### config.mk
export PLATFORM = sky130hd
export DESIGN_NAME = rv32_fetch_unit
export DESIGN_NICKNAME = d
export VERILOG_FILES = /design/src/rtl/rv32_pkg.sv /design/src/rtl/rv32_pc_gen.sv /design/src/rtl/rv32_fetch_unit.sv
export SDC_FILE = /design/constraint.sdc
export NUM_CORES = 1
export LEC_CHECK = 0
export ABC_AREA = 1
export ABC_CLOCK_PERIOD_IN_PS = 2900
export CAP_MARGIN = 20
export CORE_UTILIZATION = 45
export CTS_BUF_LIST = sky130_fd_sc_hd__clkbuf_8
export DETAILED_ROUTE_END_ITERATION = 8
export HOLD_SLACK_MARGIN = 0.06
export PLACE_DENSITY = 0.82
export SYNTH_ARGS = -nofsm -noshare
export SYNTH_HDL_FRONTEND = slang
export SYNTH_HIERARCHICAL = 1
export SYNTH_SLANG_ARGS = --single-unit
### constraint.sdc
create_clock -name i_clk -period 2.9 [get_ports i_clk]
set_input_delay 0.58 -clock i_clk [delete_from_list [all_inputs] [get_ports i_clk]]
set_output_delay 0.58 -clock i_clk [all_outputs]
set_load 0.01 [all_outputs]
### src/rtl/rv32_pkg.sv
// -----------------------------------------------------------------------------
// rv32_pkg
// Shared definitions for the RiScKy instruction fetch stage: data width,
// canonical NOP encoding, default reset vector, the fetch FSM state type
// and a word-alignment helper.
// Configuration macro: RV32_FETCH_MISALIGN_TRAP_EN adds the S_TRAP state.
// -----------------------------------------------------------------------------
package rv32_pkg;

  localparam int          RV32_XLEN     = 32;
  localparam logic [31:0] RV32_NOP      = 32'h0000_0013;  // addi x0, x0, 0
  localparam logic [31:0] RV32_RESET_PC = 32'h0000_0000;

  typedef enum logic [2:0] {
    S_IDLE = 3'd0,
    S_REQ  = 3'd1,
    S_DROP = 3'd2,
    S_OUT  = 3'd3
`ifdef RV32_FETCH_MISALIGN_TRAP_EN
    ,
    S_TRAP = 3'd4
`endif
  } fetch_state_e;

  // Clear the byte-offset bits so the address points at a 32-bit word.
  function automatic logic [31:0] rv32_word_align(input logic [31:0] addr);
    return {addr[31:2], 2'b00};
  endfunction

endpackage

### src/rtl/rv32_pc_gen.sv
// -----------------------------------------------------------------------------
// rv32_pc_gen
// Program counter for the fetch stage: PC register, +4 adder, redirect mux and
// target alignment handling.
//   clk_i, rst_ni   : clock, asynchronous active-low reset
//   load_i          : take target_i as the next PC (redirect)
//   target_i        : redirect target, may carry non-zero low bits
//   incr_i          : advance the PC by one word
//   pc_o            : current PC
//   pc_plus4_o      : current PC + 4 (modulo 2^32)
//   pc_next_o       : value the PC register takes at the next edge
//   misaligned_o    : target_i is not word aligned (only with the trap
//                     feature; otherwise tied 0)
// Configuration macro: RV32_FETCH_MISALIGN_TRAP_EN.
// -----------------------------------------------------------------------------
module rv32_pc_gen
  import rv32_pkg::*;
#(
  parameter logic [31:0] RESET_PC = RV32_RESET_PC,
  parameter int          XLEN     = RV32_XLEN
) (
  input  logic            clk_i,
  input  logic            rst_ni,
  input  logic            load_i,
  input  logic [XLEN-1:0] target_i,
  input  logic            incr_i,
  output logic [XLEN-1:0] pc_o,
  output logic [XLEN-1:0] pc_plus4_o,
  output logic [XLEN-1:0] pc_next_o,
  output logic            misaligned_o
);

  logic [XLEN-1:0] pc_q;
  logic [XLEN-1:0] pc_d;
  logic [XLEN-1:0] target_aligned;

  // The adder wraps naturally at 2^32.
  assign pc_plus4_o     = pc_q + XLEN'(4);
  assign target_aligned = rv32_word_align(target_i);

  // A redirect overrides the sequential increment.
  always_comb begin
    pc_d = pc_q;
    if (load_i) begin
      pc_d = target_aligned;
    end else if (incr_i) begin
      pc_d = pc_plus4_o;
    end
  end

  always_ff @(posedge clk_i or negedge rst_ni) begin
    if (!rst_ni) begin
      pc_q <= RESET_PC;
    end else begin
      pc_q <= pc_d;
    end
  end

  assign pc_o      = pc_q;
  assign pc_next_o = pc_d;

`ifdef RV32_FETCH_MISALIGN_TRAP_EN
  assign misaligned_o = |target_i[1:0];
`else
  // Low target bits are dropped silently when the trap is not built in.
  logic unused_target_low;
  assign unused_target_low = ^target_i[1:0];
  assign misaligned_o      = 1'b0;
`endif

endmodule

### src/rtl/rv32_fetch_unit.sv
// -----------------------------------------------------------------------------
// rv32_fetch_unit
// Instruction fetch stage of the RiScKy core. Owns the PC, reads instruction
// words over a req/ack handshake and hands {instruction, PC} to decode over a
// valid/ready handshake. Redirects (taken branch/jump) flush held or in-flight
// fetches; an outstanding memory read is always allowed to complete.
//   i_clk, i_rst_n   : clock, asynchronous active-low reset
//   i_redirect       : one-cycle redirect pulse, target on i_redirect_pc
//   o_imem_req       : read request, held with o_imem_addr until i_imem_ack
//   i_imem_ack       : read data valid on i_imem_rdata this cycle
//   o_valid/i_ready  : decode handshake for o_instruction/o_pc/o_pc_plus4
//   o_misaligned     : sticky misaligned-redirect trap flag
// Configuration macro: RV32_FETCH_MISALIGN_TRAP_EN enables the misaligned
// redirect trap (S_TRAP); without it the low target bits are cleared.
// -----------------------------------------------------------------------------
module rv32_fetch_unit
  import rv32_pkg::*;
#(
  parameter logic [31:0] RESET_PC = RV32_RESET_PC,
  parameter int          XLEN     = RV32_XLEN
) (
  input  logic            i_clk,
  input  logic            i_rst_n,
  input  logic            i_redirect,
  input  logic [XLEN-1:0] i_redirect_pc,
  output logic            o_imem_req,
  output logic [XLEN-1:0] o_imem_addr,
  input  logic            i_imem_ack,
  input  logic [XLEN-1:0] i_imem_rdata,
  output logic            o_valid,
  input  logic            i_ready,
  output logic [XLEN-1:0] o_instruction,
  output logic [XLEN-1:0] o_pc,
  output logic [XLEN-1:0] o_pc_plus4,
  output logic            o_misaligned
);

  localparam logic [XLEN-1:0] RESET_PC_P4 = RESET_PC + XLEN'(4);

  fetch_state_e    state_q;
  logic            req_q;
  logic            valid_q;
  logic [XLEN-1:0] addr_q;
  logic [XLEN-1:0] instr_q;
  logic [XLEN-1:0] pc_out_q;
  logic [XLEN-1:0] pc_plus4_q;

  logic            pc_load;
  logic            pc_incr;
  logic            tgt_misaligned;
  logic [XLEN-1:0] pc;
  logic [XLEN-1:0] pc_plus4;
  logic [XLEN-1:0] pc_next;

  // PC only advances when a fetched word is actually kept.
  always_comb begin
    pc_load = i_redirect;
    pc_incr = (state_q == S_REQ) && i_imem_ack && !i_redirect;
`ifdef RV32_FETCH_MISALIGN_TRAP_EN
    if (state_q == S_TRAP) begin
      pc_load = 1'b0;
    end
`endif
  end

  rv32_pc_gen #(
    .RESET_PC (RESET_PC),
    .XLEN     (XLEN)
  ) u_pc_gen (
    .clk_i        (i_clk),
    .rst_ni       (i_rst_n),
    .load_i       (pc_load),
    .target_i     (i_redirect_pc),
    .incr_i       (pc_incr),
    .pc_o         (pc),
    .pc_plus4_o   (pc_plus4),
    .pc_next_o    (pc_next),
    .misaligned_o (tgt_misaligned)
  );

`ifdef RV32_FETCH_MISALIGN_TRAP_EN
  logic misaligned_q;
`else
  logic unused_tgt_misaligned;
  assign unused_tgt_misaligned = tgt_misaligned;
`endif

  // addr_q is reloaded from pc_next whenever a new request starts, so it
  // always follows the PC including a redirect taken in the same cycle. It
  // is deliberately left alone while an abandoned request drains in S_DROP.
  always_ff @(posedge i_clk or negedge i_rst_n) begin
    if (!i_rst_n) begin
      state_q      <= S_IDLE;
      req_q        <= 1'b0;
      valid_q      <= 1'b0;
      addr_q       <= RESET_PC;
      instr_q      <= RV32_NOP;
      pc_out_q     <= RESET_PC;
      pc_plus4_q   <= RESET_PC_P4;
`ifdef RV32_FETCH_MISALIGN_TRAP_EN
      misaligned_q <= 1'b0;
`endif
    end else begin
      case (state_q)
        S_IDLE: begin
          state_q <= S_REQ;
          req_q   <= 1'b1;
          addr_q  <= pc_next;
        end

        S_REQ: begin
          if (i_redirect) begin
            if (i_imem_ack) begin
              // Returned word belongs to the old path: restart at the target.
              addr_q <= pc_next;
            end else begin
              state_q <= S_DROP;
            end
          end else if (i_imem_ack) begin
            state_q    <= S_OUT;
            req_q      <= 1'b0;
            valid_q    <= 1'b1;
            instr_q    <= i_imem_rdata;
            pc_out_q   <= pc;
            pc_plus4_q <= pc_plus4;
          end
        end

        S_DROP: begin
          if (i_imem_ack) begin
            state_q <= S_REQ;
            addr_q  <= pc_next;
          end
        end

        S_OUT: begin
          if (i_redirect || i_ready) begin
            state_q <= S_REQ;
            valid_q <= 1'b0;
            req_q   <= 1'b1;
            addr_q  <= pc_next;
          end
        end

`ifdef RV32_FETCH_MISALIGN_TRAP_EN
        S_TRAP: begin
          // Let a read that was outstanding at trap entry finish, then go quiet.
          if (i_imem_ack) begin
            req_q <= 1'b0;
          end
        end
`endif

        default: begin
          state_q <= S_IDLE;
          req_q   <= 1'b0;
          valid_q <= 1'b0;
        end
      endcase

`ifdef RV32_FETCH_MISALIGN_TRAP_EN
      // Misaligned redirect overrides the normal transition from any live
      // state. A request still waiting for its ack stays up until it lands.
      if ((state_q != S_TRAP) && i_redirect && tgt_misaligned) begin
        state_q      <= S_TRAP;
        valid_q      <= 1'b0;
        misaligned_q <= 1'b1;
        pc_out_q     <= i_redirect_pc;
        req_q        <= req_q && !i_imem_ack;
      end
`endif
    end
  end

  assign o_imem_req    = req_q;
  assign o_imem_addr   = addr_q;
  assign o_valid       = valid_q;
  assign o_instruction = instr_q;
  assign o_pc          = pc_out_q;
  assign o_pc_plus4    = pc_plus4_q;

`ifdef RV32_FETCH_MISALIGN_TRAP_EN
  assign o_misaligned = misaligned_q;
`else
  assign o_misaligned = 1'b0;
`endif

endmodule

* Yosys cells after proc, flatten, opt, wreduce, memory -nomap -nowiden
Index checks and enable logic that the tools add are counted.
Word-level totals: register bits after elaboration 165, latch bits 0, bits in writable memories 0, ROM bits 0, output and inout bits 131, logic and storage cells 54, memories kept 0
Operators by class: add/sub/neg operators 1, multipliers 0, divide/modulo/power cells 0, magnitude comparators 0, eq/ne operators 10, shift operators 0, mux-type cells 20, bitwise logic cells 3, reductions and logical operators 12
Operators by type and width (number):
- 32-bit 2-to-1 mux | 5
- 32-bit case mux with 4 select lines | 1
- 32-bit by 3-bit adder with 32-bit output, second input constant | 1
- 3-bit 2-to-1 mux | 5
- 3-bit case mux with 4 select lines | 1
- 4-bit AND reduction | 3
- 2-bit != test, second input constant | 5
- 3-bit by 2-bit equality test with 1-bit output, second input constant | 2
- 1-bit 2-to-1 mux | 6
- 3-bit != test, second input constant | 2
- 3-bit AND reduction | 2
- 1-bit case mux with 4 select lines | 1
- 4-bit nonzero test | 1
- 3-bit by 1-bit equality test with 1-bit output, second input constant | 1
- 3-bit zero test | 1
- 1-bit inverter | 3
- 1-bit case mux with 3 select lines | 1
- 1-bit logical AND | 2
- 2-bit OR reduction | 1
- 1-bit zero test | 1
- 1-bit logical OR | 1

* Longest topological paths before layout
Gate-level depths: netlist of the first run.
depth after elaboration 8, depth in mapped cells 12, mapped depth without buffers 12

* Hierarchy
The synthesis of the first run kept the hierarchy.
Modules (own cells, without submodules):
- rv32_fetch_unit | times used 1, cells an instance 601, area each 5427.7 µm², seq. area each 3308.2 µm²
- rv32_pc_gen | times used 1, cells an instance 385, area each 2426.1 µm², seq. area each 800.8 µm²

* Worst setup path after synthesis of the first run
No wires, ideal clock.
path type register to register, from reg state_q[1], to reg addr_q[15] (netlist: o_imem_addr[15]), library setup time 117 ps, data arrival time 1722 ps, data required time 2783 ps, setup slack 1061 ps, stages on the path, launching flop included 12, path buffers 2, cells stage by stage dfrtp_1 > inv_1 > ha_1 > nand2_1 > nor2_1 > inv_1 > buf_2 > clkbuf_1 > a21oi_1 > a21oi_2 > nand4_1 > nand2_1
Between the ends: word-level cells in the longest chain between the ends 8, elaborated cells on any way between the ends 16, those cells by class 5 x eq/ne; 6 x mux; 5 x reduce/logical
Ends and longest elaborated chain:
- start, declared | line rv32_fetch_unit.sv:40 | fetch_state_e state_q;
- start signal, assigned | line rv32_fetch_unit.sv:93 | state_q <= S_IDLE;
- start signal, assigned | line rv32_fetch_unit.sv:106 | state_q <= S_REQ;
- start signal, assigned | line rv32_fetch_unit.sv:117 | state_q <= S_DROP;
- 3-bit by 1-bit equality test with 1-bit output * | line rv32_fetch_unit.sv:58 | pc_incr = (state_q == S_REQ) && i_imem_ack && !i_redirect;
- 1-bit logical AND * (2 in a row) | line rv32_fetch_unit.sv:58
- net pc_incr | line rv32_fetch_unit.sv:49 | logic pc_incr;
- 32-bit 2-to-1 mux * | line rv32_pc_gen.sv:46 | end else if (incr_i) begin
- 32-bit 2-to-1 mux * | line rv32_pc_gen.sv:44 | if (load_i) begin
- net pc_next[15] | line rv32_fetch_unit.sv:53 | logic [XLEN-1:0] pc_next;
- 32-bit 2-to-1 mux | line rv32_fetch_unit.sv:113, rv32_fetch_unit.sv:130
- 32-bit 2-to-1 mux | line rv32_fetch_unit.sv:112 | if (i_redirect) begin
- 32-bit case mux with 4 select lines * | line rv32_fetch_unit.sv:104 | case (state_q)
- end signal, assigned | line rv32_fetch_unit.sv:108 | addr_q <= pc_next;
- end signal, assigned | line rv32_fetch_unit.sv:115 | addr_q <= pc_next;
- end signal, assigned | line rv32_fetch_unit.sv:132 | addr_q <= pc_next;
- end, declared | line rv32_fetch_unit.sv:43 | logic [XLEN-1:0] addr_q;
The timed path passes the listed nets; every way through them passes the cells marked *. The select of a mux whose other input is x is not followed. A chain may end at the register's enable or synchronous reset.

* Worst setup path after layout of the first run
from reg pc_plus4_q[2] (netlist: o_pc_plus4[2]), to out o_pc_plus4[2]
RTL lines:
- start, declared | line rv32_fetch_unit.sv:46 | logic [XLEN-1:0] pc_plus4_q;
- start signal, assigned | line rv32_fetch_unit.sv:125 | pc_plus4_q <= pc_plus4;
- end, declared | line rv32_fetch_unit.sv:34 | output logic [XLEN-1:0] o_pc_plus4,
No word-level cell between the ends.

==> impl_metrics.ini, run 1 <==
[power]
ir_worst_vdd_uv = 617
p_leak_nw = 5.09
power_density_nw_per_um2 = 960
power.total_w = 0.00992

[timing]
report.final.hold_viol_count = 0
tightest_slew_ns = 0.707
slew_violations = 0
min_period_ns = 2.12
max_slew_margin_pct = 52.9
final.setup.tns_ns = 0
rsz0062_at_grt = no
max_freq_mhz = 472
setup_viol = 0
worst_hold_slack_ns = 0.126
fin_crit_sh_pct = 73.0
fin_skew_ns = 0.0170
setup_slack_ns = 0.783

[global_routing]
globalRouteTotalUtil_pct = 23.1
grt_overflow_total = 0
grt_pass1_vias = 6438
antenna_found_initial = 0
grt_pass1_wl_um = 32400
grt_max_degree = 78

[floorplanning]
rows = 47
ios = 200
die-height_um = 134
die_area_sq_um = 18000
coreArea_sq_um = 16800
start_util_pct = 46.6
die_w_um = 134

[clocking]
cts_resized = 0
tritoncts = built
clk_pin_slew_ns = 0.09
cts_inserted_buffers = 17
clkLatencyLatePin_ns = 0.47
cts_setup_buffers = 0
clock-sinks = 164
cts-root-buf = clkbuf_8
hold_buffers = 0
clockBufferDepth = 2
htreeDepth = 4

[placed_design]
dp_slack_ns = 0.458
hpwl_um = 14900
place_inst = 1364
io_buffer_count = 196
gp_congestion = 0.885

[worst_setup_path]
crit_family = flip-flops
end_kind = primary output
max_stage_delay_ns = 0.54
critPathArrivalTime_ns = 1.54
critPathLaunchType = flip-flop
worstPathMaxFanout = 2
crit_slowest_cell = dfstp_2
worstPathRequired_ns = 2.32
crit_buf_inv = 1
path_class = flip-flop to primary output
worstPathCellList = clkdlybuf4s50_1

[detailed_routing]
firstDrtPassIters = 5
drc = 0
drt_wl_total_um = 20100
ant_nets = 0
dr.first_iter.drc_count = 495
wl_per_cell_um = 14.4
vias = 6911
routed_via_density = 4.95

[synth]
avgSynthCellArea_sq_um = 7.97
syn_inst = 984
synth_area_sq_um = 7840
synth_warnings = 6
synth_nets = 1060

[layout]
drive_above_1_share_pct = 6.46
layout.cells.non_filler = 1396
antenna_cells = 0
fin_nets = 1239
syn_to_final_growth_pct = 31.8

[job]
maxCapViolCount = 0

[outcome]
outcome = finished, final reports clean

[min_path]
hp-class = input port to async pin
-- through the flow --
stage,utilization [%],instance area [sq um]
floorplan,-,7840
global placement,59.3,9970
detailed placement,59.3,9970
CTS,61.4,10300
global route,61.4,10300
finish,61.4,10300
-- metal layers --
metal / vias up / global-route usage, % / part of all wire, %
li1: 3433 / - / -
met1: 3202 / 31.9 / 45
met2: 246 / 36.0 / 45
met3: 30 / 4.80 / 7.7
met4: 0 / 8.61 / 2.0
met5: - / 0 / 0
-- sequential cells by signal (all words and copies together) (netlist names) --
name,cells
o_imem_addr,32
o_pc,32
state_q,2
o_pc_plus4,32
o_valid,1
o_imem_req,1
o_instruction,32
u_pc_gen/pc_o,32
-- where the power goes --
group          internal (W)  switching (W)  leakage [nW]  total [W]
registers           0.00323       0.000586          2.02    0.00382
clock network      0.000683       0.000871         0.187    0.00155
logic               0.00223        0.00232          2.88    0.00455
-- layout make-up --
class                      count  area, sq um
clock buffer                  17          234
clock inverter                15          131
fill                        1439         6480
inverter                     134          503
multi-input combinational    638         2980
sequential                   164         4110
tap                          220          275
timing repair buffer         208         2100
-- worst paths after layout --
path | start | endpoint | slack (ns) | cells after the start
hold reg to reg | o_imem_addr[24]$_DFFE_PN0P_ | o_imem_addr[24]$_DFFE_PN0P_ | 0.48 | 2
min in group i_clk | o_imem_addr[24]$_DFFE_PN0P_ | o_imem_addr[24]$_DFFE_PN0P_ | 0.48 | 2
setup / recovery | o_pc_plus4[2]$_DFFE_PN1P_ | o_pc_plus4[2] | 0.78 | 1
max in group asynchronous | i_rst_n | o_pc_plus4[23]$_DFFE_PN0P_ | 1.98 | 2
hold / removal | i_rst_n | o_pc_plus4[18]$_DFFE_PN0P_ | 0.13 | 1
setup reg to reg | state_q[1]$_DFFE_PN0P_ | o_imem_addr[2]$_DFFE_PN0P_ | 0.79 | 9
-- placed cells by master, fill, tap and decap left out, types with 2 or more instances in the layout --
master           instances
clkinv_4                 3
dfrtp_1                160
or2_2                    2
inv_1                  131
xor2_1                   3
dfstp_2                  4
nor2_2                   6
nor2_4                   5
xnor2_1                  4
inv_2                    3
buf_4                    8
clkbuf_8                17
nand3_1                 34
o21bai_1                 4
clkinv_2                 5
clkinvlp_4               2
o21ai_1                  2
clkdlybuf4s50_1        194
a21oi_1                 46
and2_1                   7
nand2_4                  4
ha_1                     7
inv_6                    4
nand2_1                317
nand4_1                 33
o21ai_0                101
buf_12                   4
nand3_4                  2
nor2_1                  54
No activity file was read; power rests on OpenSTA's default activity.
==> run 2: changes to the inputs <==
ABC_CLOCK_PERIOD_IN_PS = 2100   (was 2900)
clock period = 2.1 ns   (was 2.9 ns; I/O delays follow)
==> run 2 against run 1 <==
  * Non-clock buffer count is 6 higher
  * Final area rose by 1.2%
  * Register-to-register slack lost 0.65 ns
  * Cell count rose by 0.43%
  * Worst setup slack got worse by 0.65 ns
  * Sequential share of layout area shrank 0.48 points
  * Highest routed layer unchanged
  * Critical path depth is 10 higher
  * Clock power grew 42%
==> impl_metrics.ini, run 2 (synthesis gave the netlist of run 1 again) <==
[detailed_routing]
routed_via_density = 4.98
wl_per_cell_um = 14.8
dr.first_iter.drc_count = 612
drt_wl_total_um = 20700
firstDrtPassIters = 5
drc = 0
ant_nets = 0
vias = 6979

[floorplanning]
coreArea_sq_um = 16800
start_util_pct = 46.6
die-height_um = 134
rows = 47
die_area_sq_um = 18000
ios = 200
die_w_um = 134

[worst_setup_path]
rr_endpoint = o_imem_addr[16]$_DFFE_PN0P_
end_kind = flip-flop
r2r_start = u_pc_gen/pc_o[3]$_DFF_PN0_
path_class = flip-flop to flip-flop
ff2ff_setup_slack_ns = 0.14
r2r_cells = 11
worstPathRequired_ns = 2.50
critPathLaunchType = flip-flop
critPathArrivalTime_ns = 2.37
worstPathMaxFanout = 4
critPathLaunch = u_pc_gen/pc_o[3]$_DFF_PN0_
endpoint = o_imem_addr[16]$_DFFE_PN0P_

[clocking]
cts_inserted_buffers = 17
tritoncts = built
clkLatencyLatePin_ns = 0.46
clock-sinks = 164
cts_setup_buffers = 0
htreeDepth = 4
clockBufferDepth = 2
cts-root-buf = clkbuf_8
clk_pin_slew_ns = 0.09

[layout]
fin_nets = 1245
final_util_pct = 62.2
layout.cells.non_filler = 1402
fillers = 1490
final_common_cell = nand2_1
final_cell_mix = nand2_1 (317), clkdlybuf4s50_1 (194), dfrtp_1 (160), inv_1 (135), o21ai_0 (101)
seq_area_sq_um = 4110
antenna_cells = 0
drive_above_1_share_pct = 6.60
syn_to_final_growth_pct = 33.4
multiInputGateArea_sq_um = 2990

[power]
p_int_w = 0.00872
p_leak_nw = 5.16
power_density_nw_per_um2 = 1330
seqPwrFrac_pct = 38.2
clkPwrFrac_pct = 15.8
p_sw_w = 0.00519
power.total_w = 0.0139
ir_worst_vdd_uv = 798
p_comb_share_pct = 46.0
switching_share_pct = 37.3

[timing]
tightest_slew_ns = 0.528
fin_skew_ns = 0.0109
final.setup.tns_ns = 0
worst_hold_slack_ns = 0.441
setup_viol = 0
slew_violations = 0
rsz0062_at_grt = no
fin_crit_sh_pct = 93.5
max_slew_margin_pct = 64.8
max_freq_mhz = 509
min_period_ns = 1.96
report.final.hold_viol_count = 0

[placed_design]
gp_congestion = 0.876
place_inst = 1369
io_buffer_count = 196
hpwl_um = 15400

[global_routing]
globalRouteTotalUtil_pct = 23.8
grt_pass1_wl_um = 33100
grt_max_degree = 61
grt_pass1_vias = 6567
antenna_found_initial = 0
grt_overflow_total = 0

[outcome]
outcome = finished, final reports clean

[min_path]
hp-class = input port to flip-flop

[job]
maxCapViolCount = 0
run 2: cell count changes in the layout (fill, tap and decap cells not counted), moves of 2 or more:
cell | before | now
buf_12 | 4 | 9
inv_1 | 131 | 135
inv_6 | 4 | 0
clkbuf_8 | 17 | 19
clkinv_4 | 3 | 1
run 2: power groups by stage:
stage          sequential (W)  clock, W  combinational [W]
2_1_floorplan         0.00577         0            0.00263
3_3_place_gp          0.00530         0            0.00626
3_5_place_dp          0.00535         0            0.00642
4_1_cts               0.00531   0.00225            0.00645
5_1_grt               0.00547   0.00239            0.00702
6_report              0.00531   0.00220            0.00640
run 2: routing by layer:
metal / vias up / wire length [um] / track usage [%]
met1: 3228 / 9190 / 32.3
met2: 277 / 9560 / 37.4
met3: 27 / 1620 / 5.63
met4: 0 / 348 / 8.18
met5: - / 0 / 0
li1: 3447 / - / -
run 2: final cells by class:
type | count | area share [%]
timing repair buffer | 214 | 21.1
tap | 220 | 2.63
clock buffer | 19 | 2.50
inverter | 134 | 4.81
multi-input combinational | 638 | 28.5
sequential | 164 | 39.3
clock inverter | 13 | 1.14
run 2: per-stage QoR:
stage / setup WS, ns / cell area [sq um]
6_report: 0.136 / 10500
5_1_grt: 0.00285 / 10500
2_1_floorplan: 0.261 / 7840
3_3_place_gp: 0.117 / 10100
3_5_place_dp: 0.0802 / 10100
4_1_cts: 0.115 / 10500
run 2: critical path, stage by stage, from the launching register on:
cell and delay [ns]:
dfrtp_1 0.42, ha_1 0.22, nand2_1 0.11, nor2_4 0.20, nand2_4 0.10, nor2_2 0.19
nand2_1 0.07, nand2_1 0.13, nand2_1 0.07, a21oi_1 0.20, nand4_1 0.12, nand2_1 0.08
run 2: worst min-delay path by stage:
stage                                 endpoint  startpoint  slack (ns)  depth (start not counted)
global route            state_q[1]$_DFFE_PN0P_  i_redirect        0.48                          5
CTS                     o_imem_req$_DFFE_PN0P_  i_redirect        0.41                          5
finish                  o_imem_req$_DFFE_PN0P_  i_redirect        0.44                          5
global placement    o_pc_plus4[25]$_DFFE_PN0P_     i_rst_n        0.41                          1
detailed placement  o_pc_plus4[18]$_DFFE_PN0P_     i_rst_n        0.42                          1
floorplan           o_imem_addr[0]$_DFFE_PN0P_     i_rst_n        0.12                          0
run 2: repair_timing:
action	4_1_cts	5_1_grt
endpoints found under the hold margin	48	0
endpoints found under the setup margin	0	12
hold buffers	1	0
gates resized for setup	0	1
